`config.mk`:
```
export PLATFORM = sky130hd
export DESIGN_NAME = fetch_unit
export DESIGN_NICKNAME = d
export VERILOG_FILES = /design/src/rtl/fetch_unit.sv
export SDC_FILE = /design/constraint.sdc
export NUM_CORES = 1
export LEC_CHECK = 0
export CAP_MARGIN = 20
export CORE_UTILIZATION = 35
export CTS_BUF_LIST = sky130_fd_sc_hd__clkbuf_4 sky130_fd_sc_hd__clkbuf_8
export CTS_CLUSTER_SIZE = 24
export DETAILED_ROUTE_END_ITERATION = 10
export PLACE_DENSITY = 0.8
export SLEW_MARGIN = 20
export SYNTH_ARGS = -nofsm -noshare
export SYNTH_HDL_FRONTEND = slang
export SYNTH_SLANG_ARGS = --single-unit
```
`constraint.sdc`:
```
create_clock -name i_clk -period 2.12 [get_ports i_clk]
set_input_delay 0.424 -clock i_clk [delete_from_list [all_inputs] [get_ports i_clk]]
set_output_delay 0.424 -clock i_clk [all_outputs]
set_load 0.02 [all_outputs]
```
`src/rtl/fetch_unit.sv`:
```
// fetch_unit: PC generation and IF/ID register for a single-issue in-order pipeline.
// Optional macro FETCH_PERF_CNT_EN adds saturating stall and bubble counters.
`default_nettype none

module fetch_unit #(
    parameter logic [31:0] RESET_PC  = 32'h0000_0000,
    parameter logic [31:0] NOP_INSTR = 32'h0000_0013
) (
    input  logic        i_clk,
    input  logic        i_rst_n,
    input  logic        i_stall,
    input  logic        i_flush,
    input  logic        i_redirect_en,
    input  logic [31:0] i_redirect_pc,
    input  logic [31:0] i_instr,
    output logic [31:0] o_pc,
    output logic [31:0] o_id_pc,
    output logic [31:0] o_id_pc4,
    output logic [31:0] o_id_instr,
    output logic        o_id_valid,
    output logic [31:0] o_stall_cnt,
    output logic [31:0] o_bubble_cnt
);

    localparam logic [31:0] RESET_PC_ALIGNED = {RESET_PC[31:2], 2'b00};

    logic [31:0] pc_q;
    logic [31:0] pc_d;
    logic [31:0] id_pc_q;
    logic        id_valid_q;
    logic        id_valid_d;

    // Targets are word aligned; the low two bits of the redirect target carry no address.
    logic unused_redirect_lsbs;
    assign unused_redirect_lsbs = ^i_redirect_pc[1:0];

    always_comb begin
        pc_d = pc_q + 32'd4;
        if (i_redirect_en) begin
            pc_d = {i_redirect_pc[31:2], 2'b00};
        end else if (i_stall) begin
            pc_d = pc_q;
        end
    end

    always_comb begin
        id_valid_d = 1'b1;
        if (i_redirect_en || i_flush) begin
            id_valid_d = 1'b0;
        end else if (i_stall) begin
            id_valid_d = id_valid_q;
        end
    end

    always_ff @(posedge i_clk or negedge i_rst_n) begin
        if (!i_rst_n) begin
            pc_q       <= RESET_PC_ALIGNED;
            id_pc_q    <= RESET_PC;
            id_valid_q <= 1'b0;
        end else begin
            pc_q       <= pc_d;
            id_valid_q <= id_valid_d;
            if (!i_stall) begin
                id_pc_q <= pc_q;
            end
        end
    end

    assign o_pc       = pc_q;
    assign o_id_pc    = id_pc_q;
    assign o_id_pc4   = id_pc_q + 32'd4;
    assign o_id_valid = id_valid_q;
    assign o_id_instr = id_valid_q ? i_instr : NOP_INSTR;

`ifdef FETCH_PERF_CNT_EN
    logic [31:0] stall_cnt_q;
    logic [31:0] bubble_cnt_q;

    always_ff @(posedge i_clk or negedge i_rst_n) begin
        if (!i_rst_n) begin
            stall_cnt_q  <= 32'd0;
            bubble_cnt_q <= 32'd0;
        end else begin
            if (i_stall && (stall_cnt_q != 32'hFFFF_FFFF)) begin
                stall_cnt_q <= stall_cnt_q + 32'd1;
            end
            if (!id_valid_q && (bubble_cnt_q != 32'hFFFF_FFFF)) begin
                bubble_cnt_q <= bubble_cnt_q + 32'd1;
            end
        end
    end

    assign o_stall_cnt  = stall_cnt_q;
    assign o_bubble_cnt = bubble_cnt_q;
`else
    assign o_stall_cnt  = 32'd0;
    assign o_bubble_cnt = 32'd0;
`endif

endmodule

`default_nettype wire

```
==> flow_metrics.py, run 1 <==
metrics = {
    "global_routing": {
        "grt_pass1_vias": 4179,
        "antenna_found_initial": 0,
        "grt_pass1_wl_um": 22000,
        "grt_start_max_net_pins": 44,
        "grt_usage": 0.223,
        "overflow": 0,
    },
    "timing": {
        "rsz0062_at_grt": "yes",
        "setup_viol": 20,
        "hold_slack_ps": 28.9,
        "relSlewSlack": 0.531,
        "tightest_slew_ps": 697,
        "max_freq_mhz": 399,
        "fin_crit_sh": 1.18,
        "finalHoldViolations": 0,
        "final_max_slew_viol_count": 0,
        "fin_worst_skew_ps": 9.43,
        "fin_crit_ps": 2510,
        "timing.final.ws_setup_ps": -385,
    },
    "outcome": {
        "status": "finished with violations",
        "violations": "DRC, setup timing",
    },
    "clock_network": {
        "clock_sinks": 61,
        "insertion_delay_ps": 340,
        "cts_buffer_depth": 2,
        "cts_buffers": 9,
        "tritoncts": "done",
        "cts_root_buf": "clkbuf_8",
        "clk_pin_slew_ps": 70,
        "h-tree-depth": 3,
    },
    "place": {
        "place_hpwl_um": 10400,
        "dp.cells": 838,
        "io_buffers": 189,
        "dpl_cell_area_um2": 6580,
        "gp_congestion": 0.832,
    },
    "worst_setup_path": {
        "path_max_fanout": 5,
        "crit_start": "o_id_pc[2]",
        "cp_data_required_time_ps": 1700,
        "start_kind": "register",
        "cp-end-kind": "output pin",
        "r2r_start": "o_pc[17]",
        "path_class": "register to output pin",
        "cp_data_arrival_time_ps": 2080,
    },
    "logic_synthesis": {
        "ys_seq_area_frac": 0.366,
        "synth_top_area_cell": "dfrtp_1",
        "async_flop_share": 1.00,
        "ys_warn_count": 0,
        "syn_inst": 464,
        "ys.flop_type": "dfrtp_1",
        "synth_edf_count": 0,
        "synth.area.top_cells": "dfrtp_1, buf_4, mux2_2, xor2_1, and2_1",
        "ys_ff_latch": 61,
        "synth.distinct_cells": 36,
        "post_synth.cell_area_avg_um2": 9.00,
        "netlist_area_um2": 4170,
        "synth_top_area_share": 0.366,
    },
    "pwr": {
        "power_switching_uw": 1570,
        "p_int_uw": 2860,
        "leakagePower_uw": 0.00362,
        "p_comb_frac": 0.415,
        "switching_share": 0.355,
        "pwr-share-clk": 0.262,
        "pwr-share-seq": 0.323,
        "power.density_nw_per_um2": 611,
        "ir_drop_uv": 303,
    },
    "routing": {
        "num_vias": 4352,
        "wl_per_cell_um": 16.2,
        "drt_iter0_drc": 350,
        "wl_um": 14200,
        "dr.pass1.iters": 8,
        "drcViolationCount": 38,
        "detail_route.vias_per_cell": 4.95,
        "antenna_left": 0,
    },
    "die": {
        "start_util": 0.362,
        "core_um2": 11500,
        "die_h_um": 111,
        "io_pins": 262,
        "rows": 39,
        "die_area_um2": 12400,
        "die_w_um": 111,
    },
    "min_path": {
        "hold_class": "input port to async pin",
    },
    "finish": {
        "fin_area_um2": 7250,
        "layout.cells.non_filler": 879,
        "drive_gt1_frac": 0.279,
        "layout_common_cells": "clkdlybuf4s50_1, buf_4, conb_1",
        "fillCellCount": 907,
        "diodes": 0,
        "syn2layout_area_growth_pct": 73.6,
        "nets": 802,
        "final_common_cell": "clkdlybuf4s50_1",
    },
    "flow_run": {
        "cap_violations": 0,
    },
}
## stage by stage
step	power, µW	setup WS (ps)	utilization	setup TNS, ps
6_report	4430	-385	0.629	-5000
5_1_grt	4630	-483	0.629	-6910
4_1_cts	4410	-421	0.612	-4380
3_5_place_dp	3230	-658	0.571	-8190
3_3_place_gp	3180	-549	0.571	-7420
2_1_floorplan	2370	-150	-	-987
## final timing paths
kind                           endpoint  slack [ps]  cells after the start
max in group asynchronous    o_id_pc[9]        1470                      2
min in group i_clk              o_pc[3]         490                      3
max                        o_id_pc4[30]        -390                      7
min                         o_id_pc[26]          30                      1
max reg2reg                    o_pc[22]         120                      4
min reg2reg                 o_id_pc[17]         530                      2
## per-layer routing
metal / routed length, µm / up-vias / GRT usage / part of all wire
met4: 369 / 0 / 0.0955 / 0.026
met3: 888 / 28 / 0.0377 / 0.063
met1: 5620 / 2080 / 0.267 / 0.40
met2: 7330 / 220 / 0.394 / 0.52
met5: 0 / - / 0 / 0
li1: - / 2024 / - / -
## state kept, by name, summed over array words and instances (netlist names)
register    count
o_id_valid      1
o_pc           30
o_id_pc        30
## cell usage after synthesis (all sizes together) (4+ instances only)
cell type / instances
o31ai: 11
clkbuf: 15
xor2: 23
and4: 5
nand2b: 5
buf: 74
xnor2: 16
nand2: 39
or4: 19
nor3: 5
o21ai: 19
and2: 31
a31oi: 14
nand3: 22
and3: 6
dfrtp: 61
nor4: 12
mux2: 24
nand4: 14
inv: 13
o211ai: 4
nor2: 18
## cell type report
cell class / instances / area [µm²] / area share
clock buffers: 10 / 138 / 0.0190
multi-input cells: 370 / 2590 / 0.358
inverters: 13 / 48.8 / 0.00673
repair buffers: 276 / 2660 / 0.367
well taps: 143 / 179 / 0.0247
flip-flops and latches: 61 / 1540 / 0.213
clock inverters: 6 / 86.3 / 0.0119
## power groups by stage
stage | Clock (µW) | Combinational (µW) | Sequential [µW]
2_1_floorplan | 0 | 704 | 1660
3_3_place_gp | 0 | 1750 | 1430
3_5_place_dp | 0 | 1780 | 1450
4_1_cts | 1180 | 1810 | 1420
5_1_grt | 1240 | 1940 | 1450
6_report | 1160 | 1840 | 1430
## cells by family after synthesis
logic type,Yosys count,share of synthesized area
other,1,0.000898
flip-flops,61,0.366
XOR/XNOR,39,0.0818
AO/OA/AOI/OAI,51,0.0767
adder cells (fa/ha/maj),2,0.00599
AND/OR/NAND/NOR,183,0.245
buffers and inverters,102,0.156
multiplexers,25,0.0671
## critical path: stages, from the launching register on
cell and delay (ps):
dfrtp_2 420, ha_4 150, and4_4 250, nand3_4 150
buf_12 180, nor4_4 300, xor2_2 170, buf_6 130
## what timing repair did
| action | CTS | global route |
|---|---|---|
| endpoints found under the hold margin | 0 | 0 |
| hold buffers | 0 | 0 |
| cloned | 0 | 0 |
| resized for setup | 158 | 52 |
| setup buffers | 17 | 9 |
| endpoints found under the setup margin | 56 | 50 |
| pin swaps | 18 | 19 |
Power figures use the tool's default switching activity.
==> inputs of run 2 (changes only) <==
Settings changed: HOLD_SLACK_MARGIN from default to 0.06.
==> flow_metrics.py, run 2 (synthesized netlist as in run 1, its figures left out) <==
metrics = {
    "worst_setup_path": {
        "cp_data_required_time_ps": 1700,
        "start_kind": "register",
        "rr_endpoint": "o_pc[22]",
        "path_class": "register to output pin",
        "r2r_cells": 4,
        "cp-end-kind": "output pin",
        "path_max_fanout": 5,
        "crit_start": "o_id_pc[2]",
        "r2r_slack_ps": 120,
        "cp_data_arrival_time_ps": 2090,
        "crit_end": "o_id_pc4[30]",
        "r2r_start": "o_pc[17]",
    },
    "routing": {
        "detail_route.vias_per_cell": 4.96,
        "wl_per_cell_um": 16.2,
        "drt_iter0_drc": 351,
        "num_vias": 4363,
        "wl_um": 14300,
        "antenna_left": 0,
        "dr.pass1.iters": 8,
        "drcViolationCount": 38,
    },
    "clock_network": {
        "h-tree-depth": 3,
        "clk_pin_slew_ps": 70,
        "insertion_delay_ps": 340,
        "clock_sinks": 61,
        "tritoncts": "done",
        "cts_root_buf": "clkbuf_8",
        "cts_buffers": 9,
        "cts_buffer_depth": 2,
    },
    "timing": {
        "max_freq_mhz": 398,
        "fin_worst_skew_ps": 9.80,
        "setup_tns_ps": -5080,
        "tightest_slew_ps": 701,
        "relSlewSlack": 0.528,
        "fin_crit_sh": 1.18,
        "finalHoldViolations": 0,
        "final_max_slew_viol_count": 0,
        "setup_viol": 21,
        "fin_crit_ps": 2510,
        "rsz0062_at_grt": "yes",
        "timing.final.ws_setup_ps": -392,
    },
    "min_path": {
        "hold_class": "input port to register",
    },
    "finish": {
        "nets": 802,
        "fin_area_um2": 7230,
        "syn2layout_area_growth_pct": 73.3,
        "layout_common_cells": "clkdlybuf4s50_1, buf_4, conb_1",
        "layout.cells.non_filler": 879,
        "drive_gt1_frac": 0.276,
        "final_core_util": 0.628,
        "final_common_cell": "clkdlybuf4s50_1",
        "diodes": 0,
    },
    "die": {
        "start_util": 0.362,
        "rows": 39,
        "core_um2": 11500,
        "die_area_um2": 12400,
        "io_pins": 262,
        "die_h_um": 111,
        "die_w_um": 111,
    },
    "flow_run": {
        "cap_violations": 0,
    },
    "place": {
        "io_buffers": 189,
        "gp_congestion": 0.832,
        "dp.cells": 838,
        "dpl_cell_area_um2": 6580,
        "place_hpwl_um": 10400,
    },
    "pwr": {
        "leakagePower_uw": 0.00361,
        "power.density_nw_per_um2": 612,
        "total_power_uw": 4430,
        "ir_drop_uv": 303,
    },
    "global_routing": {
        "grt_pass1_vias": 4186,
        "grt_start_max_net_pins": 44,
        "antenna_found_initial": 0,
        "grt_usage": 0.224,
        "overflow": 0,
        "grt_pass1_wl_um": 22100,
    },
    "outcome": {
        "violations": "DRC, setup timing",
        "status": "finished with violations",
    },
}
run 2: changes by cell type in the layout (fill, tap and decap cells not counted):
cell	before	now
buf_4	83	84
buf_6	20	18
dlygate4sd3_1	0	1
xnor2_1	13	14
xnor2_2	3	2
run 2: worst min path at each step:
stage,startpoint,slack [ps],cells past startpoint,to
after floorplan,i_rst_n,130,0,o_id_pc[10]
after global placement,i_rst_n,390,1,o_id_pc[26]
after detailed placement,i_rst_n,400,1,o_id_pc[26]
after CTS,i_stall,480,3,o_pc[3]
after global routing,i_stall,540,3,o_pc[3]
final,i_stall,490,3,o_pc[3]
run 2: per-stage QoR:
| step | worst slack (ps) | hold slack (ps) |
|---|---|---|
| after floorplan | -150 | 128 |
| after global placement | -549 | 393 |
| after detailed placement | -658 | 397 |
| after CTS | -421 | 480 |
| after global routing | -489 | 536 |
| final | -392 | 494 |
run 2: cell type report:
cell class                      count  area (µm²)
Fill cell                         907        4280
Timing Repair Buffer              276        2660
Multi-Input combinational cell    370        2580
Sequential cell                    61        1540
Tap cell                          143         179
Clock buffer                       10         138
Clock inverter                      6        86.3
Inverter                           13        48.8
run 2: power by group:
part | internal, µW | leakage [µW] | switching, µW | total (µW)
registers | 1300 | 0.000704 | 128 | 1430
clock network | 691 | 0.000112 | 468 | 1160
logic | 863 | 0.00280 | 977 | 1840
run 2: repair_timing:
| action | CTS | global route |
|---|---|---|
| pin swaps | 18 | 19 |
| setup endpoints to repair | 56 | 50 |
| hold buffers | 1 | 0 |
| hold endpoints to repair | 18 | 0 |
| buffers inserted | 17 | 8 |
| resized for setup | 158 | 49 |
run 2: per-layer routing:
metal / GRT usage / share of wire
met5: 0 / 0
met4: 0.0991 / 0.028
met3: 0.0377 / 0.057
met2: 0.393 / 0.52
met1: 0.269 / 0.40
run 2: critical path, stage by stage (launching register included):
cell     delay (ps)
dfrtp_2         420
ha_4            150
and4_4          240
nand3_4         150
buf_12          180
nor4_4          300
xor2_2          170
buf_6           130
